==> src/rtl/sevenseg_pkg.sv <==
// Shared types, constants and helpers for the multiplexed seven-segment controller.
package sevenseg_pkg;

  typedef enum logic [1:0] {
    BLANK = 2'd0,
    LIT   = 2'd1,
    DARK  = 2'd2
  } slot_state_e;

  localparam logic [6:0] SEG_OFF = 7'h7F;

  // Active-high {a..g} glyphs for hex digits 0..F.
  localparam logic [6:0] HEX_FONT [16] = '{
    7'h7E, 7'h30, 7'h6D, 7'h79, 7'h33, 7'h5B, 7'h5F, 7'h70,
    7'h7F, 7'h7B, 7'h77, 7'h1F, 7'h4E, 7'h3D, 7'h4F, 7'h47
  };

  // Lit portion of a digit slot for a brightness level, capped to the non-blank part.
  function automatic logic [31:0] calc_lit_len(
    input logic [31:0] bright,
    input int unsigned digit_ticks,
    input int unsigned blank_ticks,
    input int unsigned bright_w
  );
    logic [63:0] scaled;
    logic [63:0] cap;
    scaled = ((64'(bright) + 64'd1) * 64'(digit_ticks)) >> bright_w;
    cap    = 64'(digit_ticks - blank_ticks);
    return (scaled < cap) ? 32'(scaled) : 32'(cap);
  endfunction

endpackage

==> src/rtl/sevenseg_hex_decode.sv <==
// Combinational hex nibble to active-high {a..g} segment lookup.
module sevenseg_hex_decode
  import sevenseg_pkg::*;
(
  input  logic [3:0] nibble,
  output logic [6:0] segs_c
);

  // Font table lookup.
  assign segs_c = HEX_FONT[nibble];

endmodule

==> src/rtl/sevenseg_mux_ctrl.sv <==
// N-digit multiplexed seven-segment controller with shadow/display register tiers,
// per-digit enable, hex/raw modes, PWM brightness and anti-ghost blanking.
module sevenseg_mux_ctrl
  import sevenseg_pkg::*;
#(
  parameter int unsigned N_DIGITS    = 8,
  parameter int unsigned CLK_FREQ_HZ = 50_000_000,
  parameter int unsigned REFRESH_HZ  = 1000,
  parameter int unsigned BRIGHT_W    = 3,
  parameter int unsigned BLANK_TICKS = 64
) (
  input  logic                    clk,
  input  logic                    rst,
  input  logic                    i_update,
  input  logic [4*N_DIGITS-1:0]   i_digits,
  input  logic [7*N_DIGITS-1:0]   i_raw_segs,
  input  logic                    i_raw_mode,
  input  logic [N_DIGITS-1:0]     i_dig_en,
  input  logic [N_DIGITS-1:0]     i_dp,
  input  logic [BRIGHT_W-1:0]     i_brightness,
  output logic [N_DIGITS-1:0]     o_an,
  output logic [6:0]              o_seg,
  output logic                    o_dp,
  output logic                    o_frame_start
);

  localparam int unsigned DIGIT_TICKS = CLK_FREQ_HZ / (REFRESH_HZ * N_DIGITS);
  localparam int unsigned TICK_W      = (DIGIT_TICKS > 1) ? $clog2(DIGIT_TICKS) : 1;
  localparam int unsigned IDX_W       = (N_DIGITS > 1) ? $clog2(N_DIGITS) : 1;
  localparam logic [TICK_W-1:0] TICK_LAST = TICK_W'(DIGIT_TICKS - 1);
  localparam logic [IDX_W-1:0]  IDX_LAST  = IDX_W'(N_DIGITS - 1);

  // Parameter sanity: slot must hold the blanking interval plus at least one tick.
  if (N_DIGITS < 1 || N_DIGITS > 16) begin : g_bad_digits
    $error("sevenseg_mux_ctrl: N_DIGITS must be 1..16");
  end
  if (BLANK_TICKS < 1) begin : g_bad_blank
    $error("sevenseg_mux_ctrl: BLANK_TICKS must be at least 1");
  end
  if (DIGIT_TICKS < BLANK_TICKS + 1) begin : g_bad_ticks
    $error("sevenseg_mux_ctrl: DIGIT_TICKS must exceed BLANK_TICKS");
  end

  // Shadow tier (written by software) and display tier (used by the scan).
  logic [N_DIGITS-1:0][3:0] sh_digits, ds_digits;
  logic [N_DIGITS-1:0][6:0] sh_raw,    ds_raw;
  logic                     sh_raw_mode, ds_raw_mode;
  logic [N_DIGITS-1:0]      sh_en,     ds_en;
  logic [N_DIGITS-1:0]      sh_dp,     ds_dp;
  logic [BRIGHT_W-1:0]      sh_bright, ds_bright;

  logic [TICK_W-1:0] tick_cnt;
  logic [IDX_W-1:0]  dig_idx;
  slot_state_e       state;

  logic        slot_last;
  logic        frame_wrap;
  logic [31:0] lit_len;
  logic [31:0] tick_inc;
  logic [6:0]  hex_segs_c;
  logic [6:0]  seg_sel_c;
  logic        drive_c;

  assign slot_last  = (tick_cnt == TICK_LAST);
  assign frame_wrap = slot_last && (dig_idx == IDX_LAST);
  assign lit_len    = calc_lit_len(32'(ds_bright), DIGIT_TICKS, BLANK_TICKS, BRIGHT_W);
  assign tick_inc   = 32'(tick_cnt) + 32'd1;

  // Glyph for the digit currently being scanned.
  sevenseg_hex_decode u_hex_decode (
    .nibble (ds_digits[dig_idx]),
    .segs_c (hex_segs_c)
  );

  assign seg_sel_c = ds_raw_mode ? ds_raw[dig_idx] : hex_segs_c;
  assign drive_c   = (state == LIT) && ds_en[dig_idx];

  // Shadow tier capture on update strobe.
  always_ff @(posedge clk) begin
    if (rst) begin
      sh_digits   <= '0;
      sh_raw      <= '0;
      sh_raw_mode <= 1'b0;
      sh_en       <= '0;
      sh_dp       <= '0;
      sh_bright   <= '0;
    end else if (i_update) begin
      sh_digits   <= i_digits;
      sh_raw      <= i_raw_segs;
      sh_raw_mode <= i_raw_mode;
      sh_en       <= i_dig_en;
      sh_dp       <= i_dp;
      sh_bright   <= i_brightness;
    end
  end

  // Display tier follows the shadow tier only at frame wrap, so a frame never tears.
  always_ff @(posedge clk) begin
    if (rst) begin
      ds_digits   <= '0;
      ds_raw      <= '0;
      ds_raw_mode <= 1'b0;
      ds_en       <= '0;
      ds_dp       <= '0;
      ds_bright   <= '0;
    end else if (frame_wrap) begin
      ds_digits   <= sh_digits;
      ds_raw      <= sh_raw;
      ds_raw_mode <= sh_raw_mode;
      ds_en       <= sh_en;
      ds_dp       <= sh_dp;
      ds_bright   <= sh_bright;
    end
  end

  // Slot timer, digit index and per-slot BLANK/LIT/DARK sequencing.
  always_ff @(posedge clk) begin
    if (rst) begin
      tick_cnt <= '0;
      dig_idx  <= '0;
      state    <= BLANK;
    end else if (slot_last) begin
      tick_cnt <= '0;
      dig_idx  <= (dig_idx == IDX_LAST) ? '0 : dig_idx + IDX_W'(1);
      state    <= BLANK;
    end else begin
      tick_cnt <= tick_cnt + TICK_W'(1);
      case (state)
        BLANK:   if (tick_inc == BLANK_TICKS) state <= (lit_len != 32'd0) ? LIT : DARK;
        LIT:     if (tick_inc == BLANK_TICKS + lit_len) state <= DARK;
        DARK:    state <= DARK;
        default: state <= BLANK;
      endcase
    end
  end

  // Registered pad drivers: one-cycle view of the scan state.
  always_ff @(posedge clk) begin
    if (rst) begin
      o_an          <= '1;
      o_seg         <= SEG_OFF;
      o_dp          <= 1'b1;
      o_frame_start <= 1'b0;
    end else begin
      o_frame_start <= (tick_cnt == '0) && (dig_idx == '0);
      if (drive_c) begin
        o_an  <= ~(N_DIGITS'(1) << dig_idx);
        o_seg <= ~seg_sel_c;
        o_dp  <= ~ds_dp[dig_idx];
      end else begin
        o_an  <= '1;
        o_seg <= SEG_OFF;
        o_dp  <= 1'b1;
      end
    end
  end

endmodule

==> config.mk <==
export PLATFORM = sky130hd
export DESIGN_NAME = sevenseg_mux_ctrl
export DESIGN_NICKNAME = d
export VERILOG_FILES = /design/src/rtl/sevenseg_pkg.sv /design/src/rtl/sevenseg_hex_decode.sv /design/src/rtl/sevenseg_mux_ctrl.sv
export SDC_FILE = /design/constraint.sdc
export NUM_CORES = 1
export LEC_CHECK = 0
export ABC_AREA = 1
export CORE_ASPECT_RATIO = 0.75
export CORE_MARGIN = 8
export CORE_UTILIZATION = 30
export DETAILED_ROUTE_END_ITERATION = 7
export DONT_BUFFER_PORTS = 1
export HOLD_SLACK_MARGIN = 0.05
export SYNTH_ARGS = -nofsm -noshare
export SYNTH_HDL_FRONTEND = slang
export SYNTH_SLANG_ARGS = --single-unit
==> constraint.sdc <==
create_clock -name clk -period 5.7 [get_ports clk]
set_input_delay 1.14 -clock clk [delete_from_list [all_inputs] [get_ports clk]]
set_output_delay 1.14 -clock clk [all_outputs]
set_load 0.03 [all_outputs]
==> results of run 1 <==
## layer usage
metal  vias up  wire length, microns  track usage, %  part of all wire, %
met1      4251                 15700            20.2                   51
met2       211                 12800            20.7                   42
met4         0                   463            2.97                  1.5
met3        27                  1760            2.82                  5.7
li1       4874                     -               -                    -
met5         -                     0               0                    0
## report_power, final
| group | internal, W | leakage [nW] | switching, W |
|---|---|---|---|
| clock network | 0.00101 | 0.438 | 0.000725 |
| registers | 0.00181 | 2.05 | 0.0000280 |
| logic | 0.0000428 | 2.33 | 0.0000870 |
| total | 0.00286 | 4.82 | 0.000840 |
## kinds of logic (layout without fill, tap and decap cells)
logic type                 count (synthesis)  count (layout)
xor gates and xnor gates                  17              17
and+or+nand+nor                          479             479
AOI/OAI and AO/OA                        469             469
buffers and inverters                    272             235
DFF                                      251             251
adders and majority gates                 36              36
## stage by stage
stage	cell area [sq um]	util, %
6_report	12400	33.6
5_1_grt	12400	33.6
4_1_cts	12400	33.6
3_5_place_dp	11500	31.2
3_3_place_gp	11500	31.2
2_1_floorplan	11100	-
## state kept, by name (all words and copies together), names as in the netlist
signal / flops
ds_raw_mode: 1
state: 2
ds_digits: 32
o_frame_start: 1
o_dp: 1
sh_raw: 56
o_seg: 7
sh_dp: 8
tick_cnt: 13
sh_bright: 3
ds_en: 8
o_an: 8
ds_raw: 56
ds_dp: 8
sh_en: 8
ds_bright: 3
sh_digits: 32
dig_idx: 3
sh_raw_mode: 1
## path summary, 6_finish.rpt
check | start | endpoint | slack, ps | cells past startpoint
max reg2reg | ds_bright[0]$_SDFFE_PP0P_ | state[1]$_SDFFE_PP0P_ | 720 | 31
min | ds_digits[1]$_SDFFE_PP0P_ | ds_digits[1]$_SDFFE_PP0P_ | 440 | 2
max | ds_bright[0]$_SDFFE_PP0P_ | state[1]$_SDFFE_PP0P_ | 720 | 31
min reg2reg | ds_digits[1]$_SDFFE_PP0P_ | ds_digits[1]$_SDFFE_PP0P_ | 440 | 2
## layout by cell type, fill, tap and decap left out, types with 2 or more instances in the layout
| master | n |
|---|---|
| buf_4 | 7 |
| clkinv_1 | 3 |
| a21oi_1 | 157 |
| xor2_1 | 11 |
| xnor2_1 | 6 |
| nand3_2 | 5 |
| clkbuf_16 | 27 |
| clkbuf_8 | 4 |
| dfxtp_1 | 249 |
| o21ai_0 | 285 |
| inv_1 | 171 |
| inv_2 | 2 |
| clkinv_2 | 9 |
| bufinv_16 | 2 |
| nand2_4 | 5 |
| nor2_1 | 264 |
| nand2_2 | 11 |
| o31ai_1 | 3 |
| nor2_4 | 2 |
| nor3_1 | 8 |
| a211oi_1 | 8 |
| nand3_1 | 55 |
| inv_6 | 3 |
| inv_4 | 2 |
| or2_2 | 2 |
| o311ai_0 | 5 |
| clkbuf_1 | 3 |
| ha_1 | 36 |
| o41ai_1 | 2 |
| nor2_2 | 3 |
| nand4_1 | 14 |
| nor4_1 | 4 |
| nand2_1 | 103 |
## worst max-delay path: cells and delay by family, from the launching register on
| family | cells | cell delay (ps) |
|---|---|---|
| simple gates | 19 | 2250 |
| fa+ha+maj | 5 | 1430 |
| buf+inv | 5 | 290 |
| compound gates | 2 | 380 |
| flops | 1 | 570 |
## cell type report
| type | instances | area (sq um) | area share, % |
|---|---|---|---|
| multi-input cells | 1001 | 5100 | 41.2 |
| flip-flops and latches | 251 | 5030 | 40.6 |
| clock buffers | 34 | 742 | 5.99 |
| inverters | 179 | 681 | 5.49 |
| well taps | 504 | 631 | 5.09 |
| clock inverters | 14 | 131 | 1.06 |
| repair buffers | 8 | 72.6 | 0.586 |
==> flow_summary_export.csv, run 1 <==
group,metric,value,unit
placed_design,gp_congestion,0.845,
global_route,grt_usage,13.8,%
outcome,status,"finished, final reports clean",
synth,syn_nets,1671,
synth,syn_inst,1524,
setup_path,cp_slowest_cell,"dfxtp_1",
cells_and_area,n_fill_cell,3956,
placed_design,placed_cells,1943,
power_and_ir_drop,leakagePower,4.82,nW
synth,synth-compound-area-share,21.8,%
timing,fin_skew,12.8,ps
synth,yosys.area_share.adder,4.04,%
timing,hold_viol,0,
timing,final_max_slew_viol_count,0,
global_route,grt_pass1_wl,49.4,mm
setup_path,start_kind,"register",
run,max-cap-violations,0,
synth,synth_top_family_by_area,"compound AO/OA/AOI/OAI gates",
floorplan,ios,128,
timing,setup_viol,0,
synth,muxShareOfSynthArea,0,%
drt,post_drt_wl_per_cell,15.5,microns
cts,cts.htree.levels,1,
cts,root_buffer,"clkbuf_16",
synth,yosys.area_share.simple,18.5,%
timing,hold-worst-slack,443,ps
timing,finalSetupTns,0,ps
drt,dr_total_vias,9363,
cells_and_area,drive_above_1_share,6.19,%
floorplan,die_x,239,microns
cts,clkSinkCount,251,
cts,cts-hold-fix-buffers,0,
power_and_ir_drop,p_per_area,299,mW/mm^2
power_and_ir_drop,finalPower,0.00370,W
global_route,grt_antenna_before_repair,0,
drt,route.detailed.drc,0,
drt,first_pass_iters,5,
setup_path,critical_path_class,"reg2reg",
floorplan,core_area,0.0369,sq mm
synth,ys_ff_latch,251,
placed_design,dp_hpwl,21.0,mm
synth,avgSynthCellArea,7.31,sq um
synth,synth_edf_count,0,
cts,cts_buffers,27,
timing,relSlewSlack,32.7,%
cts,cts.path.max_buffers,3,
cells_and_area,diodes,0,
synth,synth_area_leaders,"dfxtp_1 (45%), o21ai_0 (13%), nor2_1 (8.9%)",
timing,max_freq,0.201,GHz
setup_path,critPathRequiredTime,6180,ps
placed_design,dp_slack,716,ps
synth,synth-xor-area-share,1.34,%
synth,synth_top_area_share,45.1,%
global_route,grt_pass1_vias,8919,
timing,rsz0062_at_grt,"false",
cts,clk_pin_slew_worst_paths,60,ps
synth,yosys.cell_types.count,40,
global_route,overflow,0,
floorplan,die-area,0.0436,sq mm
synth,syn_area,0.0111,sq mm
synth,ys.warnings.count,0,
drt,finalWirelength,30.8,mm
timing,finalWorstSetupSlack,719,ps
cts,cts_tree,"built",
placed_design,portBuffers,0,
min_path,hold_path.class,"reg2reg",
timing,min_period_over_period,87.4,%
synth,synthTopCellsByCount,"o21ai_0 (285), nor2_1 (264), dfxtp_1 (251), inv_1 (172), a21oi_1 (157)",
floorplan,num_rows,61,
timing,finalCriticalPeriod,4980,ps
setup_path,crit_arrival,5460,ps
setup_path,worstPathMaxFanout,10,
cells_and_area,fin_nets,1615,
cts,post_cts_resized,0,
timing,tightest_slew,1010,ps
setup_path,crit_path_max_incr_delay,570,ps
drt,drtAntennaViolNets,0,
cts,clock_latency,550,ps
drt,drt_iter0_drc,585,
synth,synth_largest_area_cell,"dfxtp_1",
setup_path,end_kind,"register",
synth,ys_seq_area_share,45.1,%
cts,postCtsSetupRepairBufs,0,
drt,routed_via_density,4.70,
cells_and_area,areaGrowthSynthToFinish,11.2,%
floorplan,chipHeight,183,microns
floorplan,start_util,30.2,%
synth,yosysMostFrequentCell,"o21ai_0",
cells_and_area,layoutNonFillerInstCount,1991,
synth,async_flop_share,0,%
power_and_ir_drop,max-vdd-ir-drop,0.187,mV
global_route,grt_start_max_net_pins,126,
synth,ys.flop_type,"dfxtp_1",
No activity file was read; power rests on OpenSTA's default activity.
==> run 2, diff against run 1 <==
--- a/config.mk
+++ b/config.mk
@@ -12,6 +12,7 @@
 export DETAILED_ROUTE_END_ITERATION = 7
 export DONT_BUFFER_PORTS = 1
 export HOLD_SLACK_MARGIN = 0.05
+export PLACE_DENSITY = 0.47
 export SYNTH_ARGS = -nofsm -noshare
 export SYNTH_HDL_FRONTEND = slang
 export SYNTH_SLANG_ARGS = --single-unit
==> flow_summary_export.csv, run 2 (synthesis gave the netlist of run 1 again) <==
group,metric,value,unit
timing,tightest_slew,1090,ps
run,max-cap-violations,0,
timing,setup_viol,0,
placed_design,gp_congestion,0.835,
timing,fin_skew,10.4,ps
timing,min_period_over_period,85.7,%
placed_design,portBuffers,0,
cts,cts-hold-fix-buffers,0,
global_route,grt_pass1_vias,9005,
timing,max_freq,0.205,GHz
drt,first_pass_iters,5,
floorplan,die-area,0.0436,sq mm
global_route,grt_antenna_before_repair,0,
cts,clkSinkCount,251,
timing,finalWorstSetupSlack,815,ps
setup_path,end_kind,"register",
floorplan,ios,128,
outcome,status,"finished, final reports clean",
global_route,grt_pass1_wl,50.1,mm
floorplan,num_rows,61,
cts,post_cts_resized,0,
power_and_ir_drop,leakagePower,4.87,nW
cts,postCtsSetupRepairBufs,0,
setup_path,critPathRequiredTime,6180,ps
cells_and_area,fin_nets,1619,
cts,cts_buffers,28,
drt,finalWirelength,31.5,mm
drt,routed_via_density,4.64,
min_path,hold_path.class,"reg2reg",
floorplan,die_x,239,microns
timing,finalSetupTns,0,ps
placed_design,dp_slack,861,ps
cts,cts_tree,"built",
power_and_ir_drop,max-vdd-ir-drop,0.192,mV
global_route,grt_usage,14.1,%
drt,route.detailed.drc,0,
placed_design,dp_hpwl,21.0,mm
cells_and_area,largestRegisters,"ds_raw x56, sh_raw x56",
global_route,overflow,0,
cts,clock_latency,550,ps
timing,final_max_slew_viol_count,0,
setup_path,critical_path_class,"reg2reg",
cells_and_area,layout_common_cells,"o21ai_0 (285), nor2_1 (264), dfxtp_1 (249)",
cells_and_area,drive_above_1_share,6.23,%
cts,cts.path.max_buffers,3,
drt,post_drt_wl_per_cell,15.8,microns
min_path,worst_hold_startpoint,"ds_raw[48]$_SDFFE_PP0P_",
cts,cts.htree.levels,1,
setup_path,crit_start,"ds_bright[0]$_SDFFE_PP0P_",
setup_path,reg2reg_from,"ds_bright[0]$_SDFFE_PP0P_",
cells_and_area,areaGrowthSynthToFinish,12.3,%
setup_path,cp_slowest_cell,"dfxtp_1",
timing,relSlewSlack,27.4,%
setup_path,start_kind,"register",
timing,finalCriticalPeriod,4890,ps
cts,clk_pin_slew_worst_paths,60,ps
drt,drt_iter0_drc,525,
setup_path,worstPathMaxFanout,10,
cells_and_area,fin_util,34.0,%
setup_path,crit_arrival,5370,ps
drt,dr_total_vias,9272,
cells_and_area,diodes,0,
cts,root_buffer,"clkbuf_16",
floorplan,chipHeight,183,microns
timing,rsz0062_at_grt,"false",
cells_and_area,final_area,0.0125,sq mm
global_route,grt_start_max_net_pins,110,
floorplan,core_area,0.0369,sq mm
cells_and_area,layout_commonest_cell,"o21ai_0",
power_and_ir_drop,p_per_area,311,mW/mm^2
setup_path,crit_path_max_incr_delay,580,ps
timing,hold_viol,0,
floorplan,start_util,30.2,%
placed_design,detailed_place.area,0.0115,sq mm
drt,drtAntennaViolNets,0,
cells_and_area,n_fill_cell,4045,
## run 2: final cells by class
cell class	count	area (sq um)	share of cell area, %
Multi-Input combinational cell	1001	5100	40.8
Timing Repair Buffer	11	82.6	0.660
Tap cell	504	631	5.04
Inverter	179	678	5.42
Clock inverter	7	138	1.10
Clock buffer	44	852	6.81
Sequential cell	251	5030	40.2
## run 2: worst paths after layout
path	to	slack (ps)	cells after the start
hold / removal	ds_raw[48]$_SDFFE_PP0P_	440	2
hold reg to reg	ds_raw[48]$_SDFFE_PP0P_	440	2
setup / recovery	state[1]$_SDFFE_PP0P_	810	31
setup reg to reg	state[1]$_SDFFE_PP0P_	810	31
## run 2: routing by layer
| metal | vias to the layer above | share of wire [%] | wire length, microns | GRT usage, % |
|---|---|---|---|---|
| met4 | 0 | 1.8 | 576 | 3.16 |
| li1 | 4881 | - | - | - |
| met5 | - | 0 | 0 | 0 |
| met1 | 4219 | 53 | 16800 | 20.7 |
| met3 | 30 | 3.9 | 1220 | 2.53 |
| met2 | 142 | 41 | 12900 | 21.0 |
## run 2: through the flow
stage / instances / hold slack (ps) / power [W]
3_3_place_gp: 1946 / 430 / 0.00201
4_1_cts: 1997 / 444 / 0.00397
2_1_floorplan: 1524 / 420 / 0.00198
6_report: 1997 / 439 / 0.00390
3_5_place_dp: 1946 / 434 / 0.00201
5_1_grt: 1997 / 458 / 0.00408
## run 2: worst max-delay path: cells and delay by family, from the launching register on
family	cells	cell delay, ps
flops	1	580
simple gates	18	2040
buf+inv	6	430
compound gates	2	320
fa+ha+maj	5	1430
## run 2: report_power, final
| part | switching [W] | total (W) | leakage [nW] | internal (W) |
|---|---|---|---|---|
| combinational | 0.0000894 | 0.000133 | 2.34 | 0.0000434 |
| sequential | 0.0000278 | 0.00184 | 2.05 | 0.00181 |
| clock | 0.000727 | 0.00193 | 0.482 | 0.00120 |
| total | 0.000845 | 0.00390 | 4.87 | 0.00305 |
==> run 3, diff against run 2 <==
--- a/config.mk
+++ b/config.mk
@@ -11,8 +11,10 @@
 export CORE_UTILIZATION = 30
 export DETAILED_ROUTE_END_ITERATION = 7
 export DONT_BUFFER_PORTS = 1
+export GPL_TIMING_DRIVEN = 0
 export HOLD_SLACK_MARGIN = 0.05
 export PLACE_DENSITY = 0.47
+export SETUP_SLACK_MARGIN = 0.1
 export SYNTH_ARGS = -nofsm -noshare
 export SYNTH_HDL_FRONTEND = slang
 export SYNTH_SLANG_ARGS = --single-unit
==> flow_summary_export.csv, run 3 (synthesis gave the netlist of run 1 again) <==
group,metric,value,unit
drt,post_drt_wl_per_cell,17.0,microns
setup_path,cp_slowest_cell,"nor4_1",
cells_and_area,final_area,0.0127,sq mm
drt,routed_via_density,4.74,
global_route,grt_pass1_wl,54.2,mm
floorplan,chipHeight,183,microns
power_and_ir_drop,max-vdd-ir-drop,0.235,mV
global_route,grt_pass1_vias,9456,
cts,postCtsSetupRepairBufs,0,
placed_design,gp_congestion,0.858,
cts,clock_latency,550,ps
cts,post_cts_resized,0,
cells_and_area,largestRegisters,"ds_raw x56, sh_raw x56",
floorplan,core_area,0.0369,sq mm
global_route,grt_usage,15.6,%
cells_and_area,areaGrowthSynthToFinish,13.7,%
timing,setup_viol,0,
setup_path,start_kind,"register",
timing,hold-worst-slack,443,ps
setup_path,worstPathMaxFanout,8,
placed_design,dp_slack,840,ps
setup_path,end_kind,"register",
setup_path,critPathRequiredTime,6170,ps
cts,cts-hold-fix-buffers,0,
drt,dr_total_vias,9837,
drt,drtAntennaViolNets,0,
cells_and_area,layoutNonFillerInstCount,2075,
global_route,grt_start_max_net_pins,14,
outcome,status,"finished, final reports clean",
setup_path,crit_arrival,5350,ps
cts,cts_buffers,27,
drt,first_pass_iters,5,
cells_and_area,fin_nets,1700,
placed_design,dp_hpwl,26.4,mm
timing,finalWorstSetupSlack,818,ps
floorplan,start_util,30.2,%
timing,relSlewSlack,31.5,%
drt,drt_iter0_drc,840,
cells_and_area,layout_common_cells,"o21ai_0 (285), nor2_1 (264), dfxtp_1 (251)",
floorplan,die_x,239,microns
floorplan,die-area,0.0436,sq mm
drt,route.detailed.drc,0,
timing,hold_viol,0,
run,max-cap-violations,0,
setup_path,critical_path_class,"reg2reg",
timing,finalCriticalPeriod,4880,ps
timing,tightest_slew,1030,ps
cells_and_area,layout_commonest_cell,"o21ai_0",
timing,max_freq,0.205,GHz
drt,finalWirelength,35.3,mm
placed_design,placed_cells,2028,
placed_design,detailed_place.area,0.0118,sq mm
cts,cts_tree,"built",
cts,cts.htree.levels,1,
cts,root_buffer,"clkbuf_16",
timing,rsz0062_at_grt,"false",
floorplan,ios,128,
cts,clk_pin_slew_worst_paths,60,ps
cts,cts.path.max_buffers,3,
global_route,overflow,0,
setup_path,crit_path_max_incr_delay,470,ps
timing,finalSetupTns,0,ps
placed_design,portBuffers,0,
min_path,hold_path.class,"reg2reg",
timing,min_period_over_period,85.6,%
timing,final_max_slew_viol_count,0,
cells_and_area,diodes,0,
cells_and_area,drive_above_1_share,4.96,%
power_and_ir_drop,leakagePower,4.88,nW
timing,fin_skew,21.3,ps
global_route,grt_antenna_before_repair,0,
floorplan,num_rows,61,
cts,clkSinkCount,251,
power_and_ir_drop,p_per_area,299,mW/mm^2
==> run 3: path summary, 6_finish.rpt <==
| kind | startpoint | endpoint | slack [ps] | depth (start not counted) |
|---|---|---|---|---|
| worst max-delay path | ds_bright[1]$_SDFFE_PP0P_ | state[1]$_SDFFE_PP0P_ | 820 | 31 |
| worst min-delay path | ds_digits[1]$_SDFFE_PP0P_ | ds_digits[1]$_SDFFE_PP0P_ | 440 | 2 |
| worst max register to register | ds_bright[1]$_SDFFE_PP0P_ | state[1]$_SDFFE_PP0P_ | 820 | 31 |
| worst min register to register | ds_digits[1]$_SDFFE_PP0P_ | ds_digits[1]$_SDFFE_PP0P_ | 440 | 2 |
==> run 3: critical path, delay by kind of cell (launching register included) <==
| kind | cells | cell delay [ps] |
|---|---|---|
| buffers and inverters | 5 | 280 |
| and+or+nand+nor | 19 | 2370 |
| DFF | 1 | 420 |
| adders and majority gates | 5 | 1430 |
| AOI/OAI and AO/OA | 2 | 340 |
==> run 3: layout make-up <==
cell class | instances | area [sq um]
multi-input cells | 1001 | 5090
well taps | 504 | 631
inverters | 179 | 673
flip-flops and latches | 251 | 5020
plain buffers | 93 | 354
clock buffers | 40 | 805
clock inverters | 7 | 91.3
fillers | 3981 | 24200
==> run 3: layer usage <==
metal / GRT usage (%) / part of all wire [%] / vias up / wire length (microns)
met1: 23.1 / 51 / 4507 / 18100
met5: 0 / 0 / - / 0
met3: 3.60 / 6.5 / 39 / 2300
met4: 3.63 / 1.9 / 0 / 687
met2: 22.6 / 40 / 243 / 14200
li1: - / - / 5048 / -
==> run 3: report_power, final <==
group	leakage (nW)	internal, W	total (W)	switching (W)
Sequential	2.05	0.00181	0.00184	0.0000349
Clock	0.440	0.00106	0.00178	0.000721
Combinational	2.39	0.0000482	0.000157	0.000108
==> run 3: metrics by stage <==
stage	utilization, %	power [W]
3_5_place_dp	31.9	0.00204
5_1_grt	34.4	0.00394
3_3_place_gp	31.9	0.00204
6_report	34.4	0.00378
4_1_cts	34.4	0.00384
2_1_floorplan	-	0.00198
